===== src/rtl/p_neg_arb.sv =====
// p_neg_arb: round-robin arbiter in front of one shared saturating negation
// datapath. One result register; a grant is only issued when that register
// is empty or being drained, giving one result per cycle when the consumer
// keeps up.

package p_neg_arb_pkg;
    typedef enum logic [1:0] {FXP = 2'd0, FLT = 2'd1} dtype_e;
    typedef enum logic {Disable = 1'b0, Enable = 1'b1} sign_e;
    typedef struct packed {
        dtype_e     dtype;
        sign_e      sign;
        logic [7:0] prec;
        logic [7:0] frac;
    } dconf_t;
endpackage

module p_neg_arb
    import p_neg_arb_pkg::*;
#(
    parameter dconf_t CONF = '{dtype: FXP, sign: Enable, prec: 8'd8, frac: 8'd3},
    parameter int NREQ = 4,
    parameter int CNTW = 16,
    localparam int PREC = int'(CONF.prec),
    localparam int IDW  = $clog2(NREQ)
) (
    input  logic                 clk,
    input  logic                 reset_,
    input  logic [NREQ-1:0]      req,
    input  logic [NREQ*PREC-1:0] req_data,
    output logic [NREQ-1:0]      ack,
    output logic                 out_valid,
    input  logic                 out_ready,
    output logic [PREC-1:0]      out_data,
    output logic [IDW-1:0]       out_id,
    output logic                 out_sat,
    input  logic                 sat_clr,
    output logic [CNTW-1:0]      sat_cnt
);

    localparam logic [PREC-1:0] MOST_NEG = {1'b1, {(PREC-1){1'b0}}};
    localparam logic [PREC-1:0] MAX_POS  = {1'b0, {(PREC-1){1'b1}}};

    logic [IDW-1:0]  r_rr_ptr;
    logic            r_out_valid;
    logic [PREC-1:0] r_out_data;
    logic [IDW-1:0]  r_out_id;
    logic            r_out_sat;
    logic [CNTW-1:0] r_sat_cnt;

    logic            w_req_hit;
    logic [IDW-1:0]  w_gidx;
    logic [IDW:0]    w_sum;
    logic            w_can_grant;
    logic            w_do_grant;
    logic            w_accept;
    logic [IDW-1:0]  w_next_ptr;
    logic [PREC-1:0] w_opnd;
    logic [PREC-1:0] w_neg;
    logic            w_neg_sat;

    assign w_can_grant = !r_out_valid || out_ready;
    assign w_do_grant  = reset_ && w_can_grant && w_req_hit;
    assign w_accept    = r_out_valid && out_ready;
    assign w_next_ptr  = (w_gidx == IDW'(NREQ - 1)) ? '0 : w_gidx + 1'b1;
    assign w_opnd      = req_data[int'(w_gidx) * PREC +: PREC];

    // Round-robin search from r_rr_ptr; scanning farthest-first lets the
    // nearest active requester win by being the last assignment.
    always_comb begin
        w_req_hit = 1'b0;
        w_gidx    = '0;
        w_sum     = '0;
        for (int k = NREQ - 1; k >= 0; k--) begin
            w_sum = {1'b0, r_rr_ptr} + (IDW+1)'(k);
            if (w_sum >= (IDW+1)'(NREQ)) begin
                w_sum = w_sum - (IDW+1)'(NREQ);
            end
            if (req[w_sum[IDW-1:0]]) begin
                w_req_hit = 1'b1;
                w_gidx    = w_sum[IDW-1:0];
            end
        end
    end

    // One-hot acknowledge for the granted requester.
    always_comb begin
        ack = '0;
        if (w_do_grant) begin
            ack[w_gidx] = 1'b1;
        end
    end

    // Saturating negation; the fractional position does not affect the bits.
    always_comb begin
        w_neg     = '0;
        w_neg_sat = 1'b0;
        if (CONF.sign == Enable) begin
            if (w_opnd == MOST_NEG) begin
                w_neg     = MAX_POS;
                w_neg_sat = 1'b1;
            end else begin
                w_neg = -w_opnd;
            end
        end else begin
            w_neg_sat = |w_opnd;
        end
    end

    // Result register and round-robin pointer.
    always_ff @(posedge clk) begin
        if (!reset_) begin
            r_rr_ptr    <= '0;
            r_out_valid <= 1'b0;
            r_out_data  <= '0;
            r_out_id    <= '0;
            r_out_sat   <= 1'b0;
        end else if (w_do_grant) begin
            r_rr_ptr    <= w_next_ptr;
            r_out_valid <= 1'b1;
            r_out_data  <= w_neg;
            r_out_id    <= w_gidx;
            r_out_sat   <= w_neg_sat;
        end else if (out_ready) begin
            r_out_valid <= 1'b0;
        end
    end

    // Count of accepted saturated results; clear wins, sticks at all-ones.
    always_ff @(posedge clk) begin
        if (!reset_) begin
            r_sat_cnt <= '0;
        end else if (sat_clr) begin
            r_sat_cnt <= '0;
        end else if (w_accept && r_out_sat && (r_sat_cnt != {CNTW{1'b1}})) begin
            r_sat_cnt <= r_sat_cnt + 1'b1;
        end
    end

    assign out_valid = r_out_valid;
    assign out_data  = r_out_data;
    assign out_id    = r_out_id;
    assign out_sat   = r_out_sat;
    assign sat_cnt   = r_sat_cnt;

endmodule


===== config.mk =====
export PLATFORM = sky130hd
export DESIGN_NAME = p_neg_arb
export DESIGN_NICKNAME = d
export VERILOG_FILES = /design/src/rtl/p_neg_arb.sv
export SDC_FILE = /design/constraint.sdc
export NUM_CORES = 1
export LEC_CHECK = 0
export ABC_AREA = 1
export CORE_MARGIN = 3
export CORE_UTILIZATION = 49
export DETAILED_ROUTE_END_ITERATION = 6
export PLACE_DENSITY_LB_ADDON = 0.15
export SYNTH_ARGS = -nofsm -noshare
export SYNTH_HDL_FRONTEND = slang
export SYNTH_SLANG_ARGS = --single-unit

===== constraint.sdc =====
create_clock -name clk -period 4.33 [get_ports clk]
set_clock_uncertainty 0.15 [all_clocks]
set_input_delay 0.866 -clock clk [delete_from_list [all_inputs] [get_ports clk]]
set_output_delay 0.866 -clock clk [all_outputs]
set_load 0.005 [all_outputs]

After elaboration in Yosys (flattened, before gate mapping)
Cells that the tools add are included.
{ "classes": {"n_addsub": 10, "order_cmp": 10, "n_eq_ne": 3, "shifts": 1, "mux": 28, "bitwise_logic": 1, "reduce_logical": 10} }
{ "ops": {"columns": ["op", "n"], "rows": [
  ["$shiftx 32x6->8", 1],
  ["$mux 2", 9],
  ["$add 16x1->16 const B", 1],
  ["$ne 16x16->1 const B", 1],
  ["$lt 2x3->1 const B", 5],
  ["$mux 1", 12],
  ["$ge 3x3->1 const B", 3],
  ["$bmux 1 s2", 4],
  ["$eq 8x8->1 const B", 1],
  ["$mux 8", 1],
  ["$neg 8->8", 1],
  ["$sub 2x1->2 const B", 4],
  ["$add 2x2->3 const B", 2],
  ["$logic_and 1x1->1", 6],
  ["$mux 4", 1],
  ["$add 2x1->3 const B", 1],
  ["$ge 2x3->1 const B", 1],
  ["$add 2x1->2 const B", 1],
  ["$demux 1 s2", 1],
  ["$eq 2x2->1 const B", 1],
  ["$ge 2x1->1 const B", 1],
  ["$reduce_bool 2->1", 1],
  ["$reduce_or 2->1", 1],
  ["$logic_not 1->1", 1],
  ["2 further kinds", 2]
]} }
{ "word_totals": {"register_bits": 30, "inputBits": 40, "output_inout_bits": 32} }

Depth between registers and ports, before layout
{ "depth": {"ltp_word": 14, "mapped_depth": 23, "ltp_nobuf": 21} }

Worst setup path after synthesis
OpenSTA, ideal clock, no wires.
{ "synth_timing": {"path_type": "input-to-output", "from": "in req[1]", "to": "out ack[0]", "arrival_ns": 1.970, "slack_ns": 1.344, "path_stages": 6, "path_cell_list": "inv_1 > nand2_1 > a2111o_1 > nand3_1 > clkbuf_1 > nor2_1"} }
{ "synth_between": {"elab_chain_len": 11, "elab_cells_between_ends": 23, "cone_classes": "order compare (2); mux (19); reduce/logical (2)"} }
{ "synth_rtl": {"columns": ["element", "line", "source"], "rows": [
  ["start: declaration", "28", "input logic [NREQ-1:0] req,"],
  ["$bmux 1 s2", "78", "if (req[w_sum[IDW-1:0]]) begin"],
  ["$mux 1 (implied by the code)", "78", null],
  ["$mux 2 (4 in series)", "78", null],
  ["$lt 2x3->1 (implied by the code) / $ge 2x1->1 (equally long branches)", "89", "ack[w_gidx] = 1'b1;"],
  ["$logic_and 1x1->1 (implied by the code)", "89", null],
  ["$mux 1 (implied by the code)", "89", null],
  ["$demux 1 s2", "89", null],
  ["$mux 4 *", "88", "if (w_do_grant) begin"],
  ["end: declaration", "30", "output logic [NREQ-1:0] ack,"]
]} }
Mark *: on every way between the ends. The rest lies on a longest branch, timed or not. The select of a mux whose other input is x is not followed.

Worst setup path after layout
{ "layout_timing": {"from": "in req[1]", "to": "out ack[1]"} }
{ "layout_between": {"elab_chain_len": 11, "elab_cells_between_ends": 23, "cone_classes": "order compare (2); mux (19); reduce/logical (2)"} }
{ "layout_rtl": {"columns": ["element", "line", "source"], "rows": [
  ["$bmux 1 s2", "78", null],
  ["$mux 1 (implied by the code)", "78", null],
  ["$mux 2 (3 in series)", "78", null],
  ["$mux 2 *", "78", null],
  ["named net w_gidx[0]", "51", "logic [IDW-1:0] w_gidx;"],
  ["$lt 2x3->1 (implied by the code) / $ge 2x1->1 (equally long branches)", "89", null],
  ["$logic_and 1x1->1 (implied by the code)", "89", null],
  ["$mux 1 (implied by the code)", "89", null],
  ["$demux 1 s2 *", "89", null],
  ["$mux 4 *", "88", null]
]} }
Mark *: on every way through the listed nets, which the timed path passes. The rest lies on a longest branch. The select of a mux whose other input is x is not followed.

==> reports/metrics.sh <==
HPWLAFTERDP_MICRONS=4120
REPORT.POWER.TOTAL_uW=1210
FP.DIEAREA_SQ_UM=5070
SYNTH_SIMPLE_GATE_AREA_SHARE_PCT=39.4
WORSTSETUPSTARTPOINTTYPE='input port'
CTS_MADE_BUFFERS=5
PERIOD_MINUS_SLACK_PS=4110
CTS-ROOT-TO-SINK-BUFFERS=2
SYNTHDISTINCTLIBCELLS=35
REGAREA_SQ_UM=601
FP.COREAREA_SQ_UM=4060
DRT-WIRELENGTH-PER-CELL_MICRONS=11.6
SYNTH_COMPOUND_GATE_AREA_SHARE_PCT=13.5
CTS.REPORTEDPATHS.CLKPINSLEW_PS=60
FINAL_ANTENNA_NET_COUNT=0
DIE_W_MICRONS=71.2
REQUIRED_PS=3310
FINISH.INSTANCE_AREA_SQ_UM=2930
GRT_FIRST_PASS_WIRELENGTH_MICRONS=8870
CLOCK.FMAX_GHz=0.243
POSTSYNTHREGISTERBITS=30
MAX_SLEW_MARGIN_PCT=52.3
GRT_ANTENNA_BEFORE_REPAIR=0
PLACED_CELLS_INCL_TAPS=441
SUM_OF_ROUTED_WIRE_LENGTH_OVER_ALL_LAYERS_MICRONS=5220
ENDPOINT_KIND='primary output'
ROWS=23
SYNTHMUXAREASHARE_PCT=0
VDD.IR_DROP.WORST_mV=0.268
SYNTH-ADDER-AREA-SHARE_PCT=3.61
CRITICAL_PATH_CLASS='input port to primary output'
WORST-PATH-MAX-FANOUT=22
YS_WARNINGS=0
CTS-HTREE-LEVELS=2
DR.FIRST_ITER.DRC_COUNT=97
CLOCK_LATENCY_PS=290
MAPPEDNETLISTAREA_SQ_UM=2080
MULTIINPUTGATEAREA_SQ_UM=1240
SETUP_VIOLATIONS=0
DRCVIOLATIONCOUNT=0
SEQ_AREA_FRAC_SYNTH_PCT=28.8
NUM-NETS-FINAL=445
PLACE_WS_PS=187
HOLD_VIOL=0
FINAL_MIN_PERIOD_OVER_CLOCK_PERIOD_PCT=94.9
SYNTH.NET_COUNT=369
NUM_ANTENNA_CELLS=0
POWER.LEAKAGE_uW=0.00127
SYNTH-MAIN-FF-CELL='sky130_fd_sc_hd__dfxtp_1'
SYNTH_XOR_XNOR_AREA_SHARE_PCT=2.52
DPL_CELL_AREA_SQ_UM=2840
VIAS=2243
WORST_PIN_SLEW_PS=713
SYNTHESIS.AREA_PER_INSTANCE_SQ_UM=6.45
FIRST_PASS_ITERS=4
FINISH.CELL_COUNT_WITHOUT_FILLERS=449
FILL_CELLS=339
CLOCK_SINK_COUNT=30
AREA_DELTA_SYNTH_FINAL_PCT=40.7
FINALMAXSLEWVIOLATIONS=0
BOUNDARYPINS=72
COUNT_OF_BUFFERS_INSERTED_AT_THE_TOP_LEVEL_PORTS=71
FINAL_LAYOUT_SIZE_SUFFIX_GT1_SHARE_PCT=9.27
SETUP_TNS_PS=0
RSZ0062_AT_GRT='no'
CELLPOWERDENSITY_nW_PER_UM2=414
SYNTH-EDFF-COUNT=0
CTS_HOLD_BUFFERS=0
SYNTH_TOP_FAMILY_BY_AREA='simple AND/OR/NAND/NOR gates'
LAYOUT_SETUP_WS_PS=219
LARGEST_NET_DEGREE_AT_THE_START_OF_GLOBAL_ROUTING=23
WORSTHOLDPATHTYPE='flop to flop'
CAP_VIOL_MAX_COUNT=0
CLOCK_TREE_FROM_TRITONCTS='yes'
WORST_EP_ARRIVAL_TIME_PS=3090
NUMBER_OF_GLOBAL_ROUTE_VIAS_BEFORE_REPAIR=2058
START_UTIL_PCT=51.3
DRT-VIAS-PER-INSTANCE=5.00
FP.DIEH_MICRONS=71.2
GRT_REMAINING_OVERFLOW=0
CLOCK_TREE.ROOT_CELL='sky130_fd_sc_hd__clkbuf_8'
GP_ROUTABILITY_CONGESTION=0.850
GRT_USAGE_PCT=21.6
SYN_INST=323
SYNTHARSTFLOPSHARE_PCT=0
RUN_STATUS='finished, final reports clean'
==> stage by stage <==
step / hold WS [ps] / util (%)
after floorplan: 310 / -
after detailed placement: 317 / 69.9
after global placement: 316 / 69.9
after CTS: 329 / 71.8
after global routing: 370 / 72.2
final: 330 / 72.2
==> kinds of logic (layout without fill, tap and decap cells) <==
kind of cell | after synthesis | count (layout)
buffers and inverters | 60 | 136
and+or+nand+nor | 173 | 173
adders and majority gates | 6 | 6
AOI/OAI and AO/OA | 48 | 48
DFF | 30 | 30
xor gates and xnor gates | 6 | 6
==> synth_stat cells (all sizes together) (2+ instances only) <==
cell	instances	area [sq um]
xor2	4	35.0
nand3	49	263
o211ai	2	15.0
o21ai	19	103
o21a	2	15.0
clkbuf	3	11.3
ha	6	75.1
nor2	28	133
buf	5	46.3
a21oi	22	121
inv	52	195
nand4	4	25.0
nand2	81	337
nor4	2	12.5
dfxtp	30	601
nor3	6	30.0
xnor2	2	17.5
==> state kept, by name (all words and copies together) (netlist names) <==
signal	flops
out_data	8
out_sat	1
r_rr_ptr	2
out_valid	1
out_id	2
sat_cnt	16
==> report_power, final <==
group,switching (uW),total [uW],internal (uW)
logic,376,660,283
registers,26.9,342,315
clock network,103,211,107
total,507,1210,706
==> metal layers <==
layer / vias to the layer above / wire (microns) / share of wire (%) / GRT usage (%)
li1: 1200 / - / - / -
met1: 971 / 2370 / 45 / 27.6
met2: 66 / 2440 / 47 / 35.1
met3: 6 / 350 / 6.7 / 6.25
met4: 0 / 68 / 1.3 / 6.89
met5: - / 0 / 0 / 0
==> worst max-delay path, stage by stage <==
cell and delay [ps]:
sky130_fd_sc_hd__clkdlybuf4s50_1 480, sky130_fd_sc_hd__inv_1 60, sky130_fd_sc_hd__o21ai_1 160, sky130_fd_sc_hd__nand2_1 130
sky130_fd_sc_hd__nand3_2 130, sky130_fd_sc_hd__nand2_2 70, sky130_fd_sc_hd__nand2_4 170, sky130_fd_sc_hd__nand2_8 150
sky130_fd_sc_hd__inv_2 100, sky130_fd_sc_hd__ha_1 140, sky130_fd_sc_hd__inv_1 40, sky130_fd_sc_hd__nor2_1 90
sky130_fd_sc_hd__clkdlybuf4s50_1 520
==> path summary, 6_finish.rpt <==
path	slack [ps]	cells past startpoint	to	startpoint
worst min-delay path	330	2	out_data[7]$_SDFFE_PN0P_	out_data[7]$_SDFFE_PN0P_
worst min register to register	330	2	out_data[7]$_SDFFE_PN0P_	out_data[7]$_SDFFE_PN0P_
worst max register to register	1250	20	out_data[6]$_SDFFE_PN0P_	r_rr_ptr[0]$_SDFFE_PN0P_
worst max-delay path	220	13	ack[1]	req[1]
==> placed cells by master, fill, tap and decap left out, types with 2 or more instances in the layout <==
cell type,count
sky130_fd_sc_hd__a21oi_1,21
sky130_fd_sc_hd__buf_4,6
sky130_fd_sc_hd__clkbuf_8,5
sky130_fd_sc_hd__clkdlybuf4s50_1,71
sky130_fd_sc_hd__clkinv_2,2
sky130_fd_sc_hd__dfxtp_1,30
sky130_fd_sc_hd__ha_1,6
sky130_fd_sc_hd__inv_1,48
sky130_fd_sc_hd__inv_2,4
sky130_fd_sc_hd__nand2_1,72
sky130_fd_sc_hd__nand2_2,7
sky130_fd_sc_hd__nand3_1,47
sky130_fd_sc_hd__nand4_1,4
sky130_fd_sc_hd__nor2_1,23
sky130_fd_sc_hd__nor2_2,2
sky130_fd_sc_hd__nor2_4,3
sky130_fd_sc_hd__nor3_1,6
sky130_fd_sc_hd__nor4_1,2
sky130_fd_sc_hd__o211ai_1,2
sky130_fd_sc_hd__o21a_1,2
sky130_fd_sc_hd__o21ai_0,12
sky130_fd_sc_hd__o21ai_1,5
sky130_fd_sc_hd__o21ai_2,2
sky130_fd_sc_hd__xnor2_1,2
sky130_fd_sc_hd__xor2_1,4
==> final cells by class <==
type	count	area share, %
clock buffers	5	2.35
clock inverters	2	0.342
inverters	52	6.66
multi-input cells	233	42.2
flip-flops and latches	30	20.5
well taps	50	2.13
repair buffers	77	25.8
==> what timing repair did <==
action,4_1_cts,5_1_grt
buffers inserted,0,1
gates resized for setup,0,1
setup endpoints to repair,0,4
No activity file was read; power rests on OpenSTA's default activity.
